File: src/rtl/mul_pkg.sv
// Shared types and constants for the iterative RV32M multiplier.
//   mul_op_t    : operation encoding carried on the mul_op port
//   mul_state_t : controller FSM states
//   XLEN        : operand width
//   MUL_CYCLES  : number of shift-add steps per multiply
package mul_pkg;

  localparam int XLEN       = 32;
  localparam int MUL_CYCLES = 32;

  typedef enum logic [1:0] {
    MUL    = 2'b00,
    MULH   = 2'b01,
    MULHSU = 2'b10,
    MULHU  = 2'b11
  } mul_op_t;

  typedef enum logic [1:0] {
    IDLE = 2'b00,
    CALC = 2'b01,
    DONE = 2'b10
  } mul_state_t;

endpackage

File: src/rtl/mul_datapath.sv
// Shift-add datapath for the iterative multiplier.
// Ports:
//   clk, rst     : clock, asynchronous active-high reset
//   load         : capture operand magnitudes, sign and half select
//   step         : perform one shift-add step
//   op_in        : operation (selects operand signedness and result half)
//   op_a, op_b   : raw operands
//   result_next  : selected, sign-corrected half of the product as it will
//                  stand after the current step
module mul_datapath
  import mul_pkg::*;
(
  input  logic            clk,
  input  logic            rst,
  input  logic            load,
  input  logic            step,
  input  mul_op_t         op_in,
  input  logic [XLEN-1:0] op_a,
  input  logic [XLEN-1:0] op_b,
  output logic [XLEN-1:0] result_next
);

  logic [2*XLEN-1:0] mcand_q, mcand_d;
  logic [XLEN-1:0]   mplier_q, mplier_d;
  logic [2*XLEN-1:0] acc_q, acc_d;
  logic              neg_q, neg_d;
  logic              hi_q, hi_d;

  logic              a_neg, b_neg;
  logic [XLEN-1:0]   mag_a, mag_b;
  logic [2*XLEN-1:0] prod;

  // Only MULHU treats opA as unsigned; only MUL/MULH treat opB as signed.
  // Negating 0x80000000 yields 0x80000000, which read as unsigned is the
  // correct magnitude 2^31, so no special case is needed.
  always_comb begin
    a_neg = (op_in != MULHU) && op_a[XLEN-1];
    b_neg = ((op_in == MUL) || (op_in == MULH)) && op_b[XLEN-1];
    mag_a = a_neg ? (~op_a + 1'b1) : op_a;
    mag_b = b_neg ? (~op_b + 1'b1) : op_b;
  end

  always_comb begin
    mcand_d  = mcand_q;
    mplier_d = mplier_q;
    acc_d    = acc_q;
    neg_d    = neg_q;
    hi_d     = hi_q;
    if (load) begin
      mcand_d  = {{XLEN{1'b0}}, mag_a};
      mplier_d = mag_b;
      acc_d    = '0;
      neg_d    = a_neg ^ b_neg;
      hi_d     = (op_in != MUL);
    end else if (step) begin
      acc_d    = acc_q + (mplier_q[0] ? mcand_q : '0);
      mcand_d  = mcand_q << 1;
      mplier_d = mplier_q >> 1;
    end
  end

  // Sign correction looks at acc_d so the controller can register the
  // final result on the same edge as the last step.
  always_comb begin
    prod        = neg_q ? (~acc_d + 1'b1) : acc_d;
    result_next = hi_q ? prod[2*XLEN-1:XLEN] : prod[XLEN-1:0];
  end

  always_ff @(posedge clk or posedge rst) begin
    if (rst) begin
      mcand_q  <= '0;
      mplier_q <= '0;
      acc_q    <= '0;
      neg_q    <= 1'b0;
      hi_q     <= 1'b0;
    end else begin
      mcand_q  <= mcand_d;
      mplier_q <= mplier_d;
      acc_q    <= acc_d;
      neg_q    <= neg_d;
      hi_q     <= hi_d;
    end
  end

endmodule

File: src/rtl/mul_controller.sv
// Iterative RV32M multiply controller: FSM, step counter and pipeline
// handshake around mul_datapath.
// Ports:
//   clk, rst           : clock, asynchronous active-high reset
//   startE             : multiply present in Execute (held while stalled)
//   mul_op             : 00 MUL, 01 MULH, 10 MULHSU, 11 MULHU
//   opA, opB           : forwarded rs1/rs2 values
//   waddrE             : destination register of the Execute instruction
//   kill               : abort the in-flight operation
//   mul_use            : stall request to the hazard unit
//   mul_valid          : one-cycle result strobe
//   mul_result         : selected product half (held outside DONE)
//   mul_waddr          : destination register of the result (held)
//   mul_busy           : high while iterating
module mul_controller
  import mul_pkg::*;
(
  input  logic            clk,
  input  logic            rst,
  input  logic            startE,
  input  logic [1:0]      mul_op,
  input  logic [XLEN-1:0] opA,
  input  logic [XLEN-1:0] opB,
  input  logic [4:0]      waddrE,
  input  logic            kill,
  output logic            mul_use,
  output logic            mul_valid,
  output logic [XLEN-1:0] mul_result,
  output logic [4:0]      mul_waddr,
  output logic            mul_busy
);

  mul_state_t      state_q, state_d;
  logic [5:0]      cnt_q, cnt_d;
  logic [4:0]      waddr_lat_q, waddr_lat_d;
  logic [XLEN-1:0] mul_result_q, mul_result_d;
  logic [4:0]      mul_waddr_q, mul_waddr_d;

  logic            use_c;
  logic            dp_load, dp_step;
  logic [XLEN-1:0] dp_result;

  always_comb begin
    state_d      = state_q;
    cnt_d        = cnt_q;
    waddr_lat_d  = waddr_lat_q;
    mul_result_d = mul_result_q;
    mul_waddr_d  = mul_waddr_q;
    use_c        = 1'b0;
    dp_load      = 1'b0;
    dp_step      = 1'b0;

    case (state_q)
      IDLE: begin
        if (startE && !kill) begin
          use_c       = 1'b1;
          dp_load     = 1'b1;
          cnt_d       = '0;
          waddr_lat_d = waddrE;
          state_d     = CALC;
        end
      end
      CALC: begin
        use_c   = 1'b1;
        dp_step = 1'b1;
        cnt_d   = cnt_q + 6'd1;
        if (cnt_q == 6'(MUL_CYCLES - 1)) begin
          state_d      = DONE;
          // Published outputs change only on entry to DONE and then hold.
          mul_result_d = dp_result;
          mul_waddr_d  = waddr_lat_q;
        end
      end
      DONE: begin
        state_d = IDLE;
      end
      default: begin
        state_d = IDLE;
      end
    endcase

    // Abort wins over everything, including a pending completion.
    if (kill) begin
      state_d      = IDLE;
      mul_result_d = mul_result_q;
      mul_waddr_d  = mul_waddr_q;
    end
  end

  always_ff @(posedge clk or posedge rst) begin
    if (rst) begin
      state_q      <= IDLE;
      cnt_q        <= '0;
      waddr_lat_q  <= '0;
      mul_result_q <= '0;
      mul_waddr_q  <= '0;
    end else begin
      state_q      <= state_d;
      cnt_q        <= cnt_d;
      waddr_lat_q  <= waddr_lat_d;
      mul_result_q <= mul_result_d;
      mul_waddr_q  <= mul_waddr_d;
    end
  end

  mul_datapath u_datapath (
    .clk         (clk),
    .rst         (rst),
    .load        (dp_load),
    .step        (dp_step),
    .op_in       (mul_op_t'(mul_op)),
    .op_a        (opA),
    .op_b        (opB),
    .result_next (dp_result)
  );

  // startE may be high while reset is held; never request a stall then.
  assign mul_use    = use_c & ~rst;
  assign mul_valid  = (state_q == DONE) & ~kill;
  assign mul_busy   = (state_q == CALC);
  assign mul_result = mul_result_q;
  assign mul_waddr  = mul_waddr_q;

endmodule

File: config.mk
export PLATFORM = sky130hd
export DESIGN_NAME = mul_controller
export DESIGN_NICKNAME = d
export VERILOG_FILES = /design/src/rtl/mul_pkg.sv /design/src/rtl/mul_datapath.sv /design/src/rtl/mul_controller.sv
export SDC_FILE = /design/constraint.sdc
export NUM_CORES = 1
export LEC_CHECK = 0
export BUFFER_PORTS_ARGS = -buffer_cell sky130_fd_sc_hd__buf_2
export CAP_MARGIN = 15
export CORE_ASPECT_RATIO = 1.75
export CORE_MARGIN = 2
export CORE_UTILIZATION = 40
export CTS_CLUSTER_SIZE = 24
export DETAILED_ROUTE_END_ITERATION = 16
export PLACE_DENSITY_LB_ADDON = 0.08
export SYNTH_ARGS = -nofsm -noshare
export SYNTH_HDL_FRONTEND = slang
export SYNTH_SLANG_ARGS = --single-unit
File: constraint.sdc
create_clock -name clk -period 7 [get_ports clk]
set_clock_uncertainty 0.05 [all_clocks]
set_input_delay 0.7 -clock clk [delete_from_list [all_inputs] [get_ports clk]]
set_output_delay 0.7 -clock clk [all_outputs]
set_load 0.02 [all_outputs]
## Yosys cells after proc, flatten, opt, wreduce, memory -nomap -nowiden

Cells that the tools add are included.

| cells by class | value |
|---|---|
| add/subtract/negate cells | 5 |
| equality and inequality tests | 8 |
| mux-type cells | 21 |
| bitwise gates (word level) | 8 |
| reduce and logical (&&, ||, !) cells | 14 |

Operators by type and width:

| operator | number |
|---|---|
| 64-bit two-way mux | 6 |
| 32-bit two-way mux | 5 |
| 32-bit by 1-bit adder with 32-bit output, second input constant | 2 |
| 64-bit by 1-bit adder with 64-bit output, second input constant | 1 |
| 64-bit adder | 1 |
| 32-bit NOT | 2 |
| 64-bit NOT | 1 |
| 6-bit case mux with 2 select lines | 1 |
| 6-bit by 1-bit adder with 6-bit output, second input constant | 1 |
| 6-bit by 5-bit equality test with 1-bit output, second input constant | 1 |
| 2-bit two-way mux | 3 |
| 6-bit two-way mux | 1 |
| 2-bit AND reduction | 3 |
| 2-bit nonzero test | 3 |
| 2-bit by 1-bit equality test with 1-bit output, second input constant | 2 |
| 2-bit zero test | 2 |
| 2-bit != test, second input constant | 2 |
| 2-bit case mux with 2 select lines | 1 |
| 1-bit logical AND | 3 |
| 1-bit two-way mux | 3 |
| 3-bit by 2-bit != test with 1-bit output, second input constant | 1 |
| 3-bit != test, second input constant | 1 |
| 3-bit AND reduction | 1 |
| 1-bit AND | 2 |
| other kinds (6) | 7 |

| word-level totals | value |
|---|---|
| register bits after elaboration | 212 |
| output and inout bits | 40 |

## Logic depth before layout (Yosys ltp)

| logic depth | value |
|---|---|
| word-level depth | 9 |
| gate-level depth with buffers | 20 |

## Cells and area by module

Synthesis repeated with hierarchy kept, for this count alone.

| unflattened totals | value |
|---|---|
| cell total of the unflattened synthesis | 2,125 |
| area total of the unflattened synthesis | 17,737.0 um^2 |

By module, submodules not included:

| module | times used | cells each | area each (um^2) | sequential area each (um^2) |
|---|---|---|---|---|
| mul_datapath | 1 | 1,982 | 15,622.5 | 4,053.9 |
| mul_controller | 1 | 143 | 2,114.5 | 1,251.2 |

## Worst setup path after synthesis

No wires, ideal clock.

| path | value |
|---|---|
| path type | register -> register |
| start point | reg u_datapath.mplier_q[0] |
| end point | reg mul_result_q[14], in the netlist mul_result[14] |
| library setup time | 0.110 ns |
| arrival time | 4.671 ns |
| slack | 2.169 ns |
| stages on the path, launching flop included | 19 |
| buffers on the path | 2 |
| clock period less this slack | 4.831 ns |
| path through | dfrtp_1 > clkbuf_1 > clkbuf_1 > and2_1 > ha_1 > inv_1 > fa_1 > nand2b_1 > a211oi_2 > o21a_1 > a21oi_1 > o311ai_0 > mux2i_1 > nand2_1 > or4b_1 > or3_1 > nor4_2 > nor3_1 > o41ai_1 |

| between the ends | value |
|---|---|
| word-level cells in the longest chain between the ends | 8 |

Ends and longest elaborated chain:

| item | line | source |
|---|---|---|
| from (decl) | mul_datapath.sv:24 | `logic [XLEN-1:0] mplier_q, mplier_d;` |
| from (signal assigned) | mul_datapath.sv:78 | `mplier_q <= mplier_d;` |
| 64-bit two-way mux | mul_datapath.sv:56 | `acc_d = acc_q + (mplier_q[0] ? mcand_q : '0);` |
| 64-bit adder | mul_datapath.sv:56 |  |
| 64-bit two-way mux | mul_datapath.sv:55 | `end else if (step) begin` |
| 64-bit two-way mux | mul_datapath.sv:49 | `if (load) begin` |
| via u_datapath.acc_d[36] | mul_datapath.sv:25 | `logic [2*XLEN-1:0] acc_q, acc_d;` |
| 64-bit NOT | mul_datapath.sv:65 | `prod = neg_q ? (~acc_d + 1'b1) : acc_d;` |
| 64-bit by 1-bit adder with 64-bit output | mul_datapath.sv:65 |  |
| 64-bit two-way mux | mul_datapath.sv:65 |  |
| 32-bit two-way mux | mul_datapath.sv:66 | `result_next = hi_q ? prod[2*XLEN-1:XLEN] : prod[XLEN-1:0];` |
| to (signal assigned) | mul_controller.sv:101 | `mul_result_q <= mul_result_d;` |
| to (decl) | mul_controller.sv:36 | `logic [XLEN-1:0] mul_result_q, mul_result_d;` |

The timed path passes the listed nets, and every way through them passes these cells.
A chain may end at the register's enable or synchronous reset.

## Worst setup path in the final report

| path | value |
|---|---|
| start point | reg u_datapath.mplier_q[0] |
| end point | reg mul_result_q[29], in the netlist mul_result[29] |

| between the ends | value |
|---|---|
| word-level cells in the longest chain between the ends | 8 |

Ends and longest elaborated chain:

| item | line |
|---|---|
| 64-bit two-way mux * | mul_datapath.sv:56 |
| 64-bit adder * | mul_datapath.sv:56 |
| 64-bit two-way mux * | mul_datapath.sv:55 |
| 64-bit two-way mux * | mul_datapath.sv:49 |
| 64-bit NOT | mul_datapath.sv:65 |
| 64-bit by 1-bit adder with 64-bit output | mul_datapath.sv:65 |
| 64-bit two-way mux * | mul_datapath.sv:65 |
| 32-bit two-way mux * | mul_datapath.sv:66 |

Mark *: on every way between the ends. The rest lies on a longest branch, timed or not.

==> results.txt <==
Status: completed
Initial antenna violation count: 0
PnR worst setup slack: 803 ps
Max-slew headroom: 27.6%
Via density: 6.29
Worst Tran Pin Value: 1080 ps
Ratio of cells with drive above 1 in the final layout: 10.5%
Sequential Area: 5310 sq um
Power consumption: 0.00669 W
Core Area: 44000 sq um
Synthesized area: 17800 sq um
Final WL: 75800 microns
Clk sink count: 212
Post-DRT Antenna Nets: 0
Post-CTS sizing: 0
Register-to-Register Path Depth: 16
DRC viols: 0
Hold Crit Class: in -> async
CP max FO: 36
Reg2reg setup slack: 800 ps
Clk network pwr share: 22.3%
IO Port Bufs: 114
CP required: 7430 ps
Area of the multi-input gates: 11700 sq um
DRT Pass-1 Iters: 6
Post-Place Setup Slack: 1020 ps
Vias in the first global route: 18700
Clock Path Buffers: 3
Placer congestion estimate: 1.01
Sequential Power Share: 26.5%
DRT iter0 DRCs: 1354
# rows: 102
Fillers: 4580
Setup Buffers After CTS: 0
Setup TNS: 0 ps
Peak Freq: 161 MHz
Combinational share of power: 51.2%
Post-synth EDFFs: 0
Nets@finish: 2542
DIE AREA: 46200 sq um
R2r startpoint: u_datapath.mplier_q[0]$_DFFE_PP0N_
Synth Register Bits: 212
Post-CTS Hold Fix Bufs: 0
Worst EP arrival: 6630 ps
Finished Cell Area: 19700 sq um
Setup CP Type: reg -> reg
Register area share after synthesis: 29.9%
Total CTS buffers: 25
Mapped Cells: 2366
Die Y: 283 microns
CTS H-tree depth: 1
Routed len/inst: 25.4 microns
Async SR Flop Fraction: 100%
Internal cell power: 0.00342 W
DP Area: 18800 sq um
Worst setup SP type: register
Yosys warning total: 0
# Max-Cap Violations: 0
CTS Root Cell: clkbuf_16
Final setup viols: 0
Syn Nets: 2509
Clk_lat worst skew: 590 ps
Initial core utilization: 40.4%
Clock Pin Slew Worst Setup and Hold Paths: 60 ps
Die X: 163 microns
Mean Syn Cell Area: 7.51 sq um
Tcrit/Tclk final: 88.5%
Leakage: 8.31 nW
RSZ-0062 raised after global routing: false
First-pass GRT wire length: 114000 microns
Min Tclk post-route: 6200 ps
P&R area growth vs syn: 11.0%
Pwr Density: 339 nW/um^2
Largest net degree at the start of global routing: 118
Diode count: 0
I/O pins: 115
Switching fraction of total power: 48.9%
Total global routing overflow: 0
Hold Vio Cnt, Final: 0
GRT Overall Usage: 32.6%
R2r endpoint: mul_result[29]$_DFFE_PP0P_
Count of different cell masters after synthesis: 90
DP Wirelength: 58000 microns
Vias: 18800
Critical Path Sink Type: register
Switch Pwr: 0.00327 W
Final hold slack: 187 ps
Peak VDD IR: 0.184 mV
CTS tree: done
Max-slew violation count: 0
Most used DFF post-synth: dfrtp_1
-- cell usage in the layout, fill, tap and decap left out, drive strengths merged, types with 7 or more instances in the layout --
| cell type | netlist | routed |
|---|---|---|
| ha | 67 | 67 |
| a21o | 23 | 23 |
| o2111ai | 7 | 7 |
| nand4 | 61 | 61 |
| a211o | 16 | 16 |
| nand3b | 9 | 9 |
| or2 | 19 | 19 |
| mux2i | 17 | 17 |
| nor4b | 8 | 8 |
| nor3 | 65 | 65 |
| or4 | 13 | 13 |
| nor3b | 10 | 10 |
| a22o | 11 | 11 |
| xor2 | 31 | 31 |
| and3 | 27 | 27 |
| o41ai | 14 | 14 |
| clkinv | 1 | 8 |
| nor4 | 26 | 26 |
| o311ai | 10 | 10 |
| xnor2 | 58 | 58 |
| nand2 | 415 | 415 |
| and2 | 79 | 79 |
| dfrtp | 212 | 212 |
| nand2b | 14 | 14 |
| o21ai | 141 | 141 |
| a22oi | 14 | 14 |
| o22ai | 8 | 8 |
| buf | 58 | 164 |
| clkbuf | 100 | 28 |
| nor2 | 211 | 211 |
| o21a | 22 | 22 |
| a2111oi | 12 | 12 |
| a211oi | 28 | 28 |
| o211ai | 22 | 22 |
| or3 | 27 | 27 |
| inv | 42 | 44 |
| nand3 | 67 | 67 |
| a21oi | 186 | 186 |
| a31oi | 75 | 75 |
| o31ai | 31 | 31 |
-- logic make-up (layout without fill, tap and decap cells) --
logic type | Yosys count | count (layout) | share of synthesized area (%)
simple gates | 1071 | 1071 | 28.9
compound gates | 703 | 703 | 26.0
flops | 212 | 212 | 29.9
buf+inv | 201 | 251 | 4.64
xor+xnor | 89 | 89 | 4.39
fa+ha+maj | 68 | 68 | 4.83
mux | 22 | 22 | 1.34
-- synth_stat cells, types with 7 or more instances --
cell type	number	area, sq um
nand2_1	415	1560
a211oi_1	24	180
or3_1	27	169
a211o_1	16	140
buf_2	33	165
nand2b_1	14	87.6
or2_2	14	87.6
inv_1	41	154
o22ai_1	8	50.1
nor3_1	63	315
a21oi_1	186	931
nand3_1	66	330
o31ai_1	31	233
or4_1	13	97.6
mux2i_1	17	170
a21o_1	23	173
nand4_1	61	382
o41ai_1	14	123
and3_1	27	169
a22o_1	11	96.3
o21ai_0	123	616
and2_1	79	494
o311ai_0	7	61.3
nor3b_1	10	75.1
a31oi_1	75	469
nand3b_1	9	67.6
buf_1	21	78.8
nor2_1	211	792
xnor2_1	58	508
clkbuf_1	98	368
o211ai_1	22	165
ha_1	67	838
dfrtp_1	212	5310
a22oi_1	14	105
a2111oi_0	12	105
nor4_1	23	144
o2111ai_1	7	61.3
xor2_1	31	272
o21ai_1	18	90.1
o21a_1	22	165
-- layer usage --
layer | track usage, % | routed length [microns]
met1 | 34.0 | 27100
met2 | 58.4 | 38100
met3 | 3.49 | 3390
met4 | 26.6 | 7220
met5 | 0 | 0
-- power groups by stage --
stage | Combinational (W) | Sequential, W | Clock (W)
4_1_cts | 0.00337 | 0.00176 | 0.00152
2_1_floorplan | 0.00224 | 0.00164 | 0
5_1_grt | 0.00368 | 0.00179 | 0.00156
3_5_place_dp | 0.00335 | 0.00179 | 0
6_report | 0.00342 | 0.00177 | 0.00149
3_3_place_gp | 0.00334 | 0.00178 | 0
-- flip-flops by register name, indices dropped and copies added, names as in the netlist, 2 cells and up --
register and cells:
u_datapath.acc_q 64, waddr_lat_q 5, cnt_q 6, u_datapath.mcand_q 64
u_datapath.mplier_q 32, mul_result 32, mul_waddr 5, state_q 2
-- worst max-delay path, stage by stage, from the launching register on --
cell and delay [ps]:
dfrtp_1 360, buf_4 310, and2_1 250, ha_1 420
a21oi_1 290, o21ai_0 150, a21oi_1 540, o21ai_0 310
a2111oi_0 930, buf_4 270, a2111oi_0 130, nor4_1 320
and4bb_1 450, nand4_1 400, o311ai_0 500, a21oi_1 120
o31ai_1 280
-- stage by stage --
stage / utilization, % / std cells
final: 44.8 / 2988
after global placement: 42.8 / 2944
after global routing: 44.8 / 2988
after detailed placement: 42.8 / 2944
after floorplan: - / 2366
after CTS: 44.8 / 2988
-- how the worst max path moves through the flow --
stage                                                   from                          to  slack [ps]  cells past startpoint
after global placement    u_datapath.mplier_q[0]$_DFFE_PP0N_  mul_result[31]$_DFFE_PP0P_        1030                     16
after CTS                 u_datapath.mplier_q[0]$_DFFE_PP0N_  mul_result[29]$_DFFE_PP0P_         970                     16
after detailed placement  u_datapath.mplier_q[0]$_DFFE_PP0N_  mul_result[29]$_DFFE_PP0P_        1020                     16
final                     u_datapath.mplier_q[0]$_DFFE_PP0N_  mul_result[29]$_DFFE_PP0P_         800                     16
after floorplan                                          rst        cnt_q[0]$_DFFE_PP0P_         460                      1
after global routing      u_datapath.mplier_q[0]$_DFFE_PP0N_  mul_result[29]$_DFFE_PP0P_         670                     16
-- layout make-up --
| cell class | count | area share, % |
|---|---|---|
| clock buffer | 28 | 3.33 |
| sequential | 212 | 26.9 |
| timing repair buffer | 164 | 4.92 |
| clock inverter | 16 | 1.18 |
| tap | 572 | 3.63 |
| inverter | 43 | 0.881 |
| multi-input combinational | 1953 | 59.2 |
Note: power is estimated with default switching activity, not from simulation.
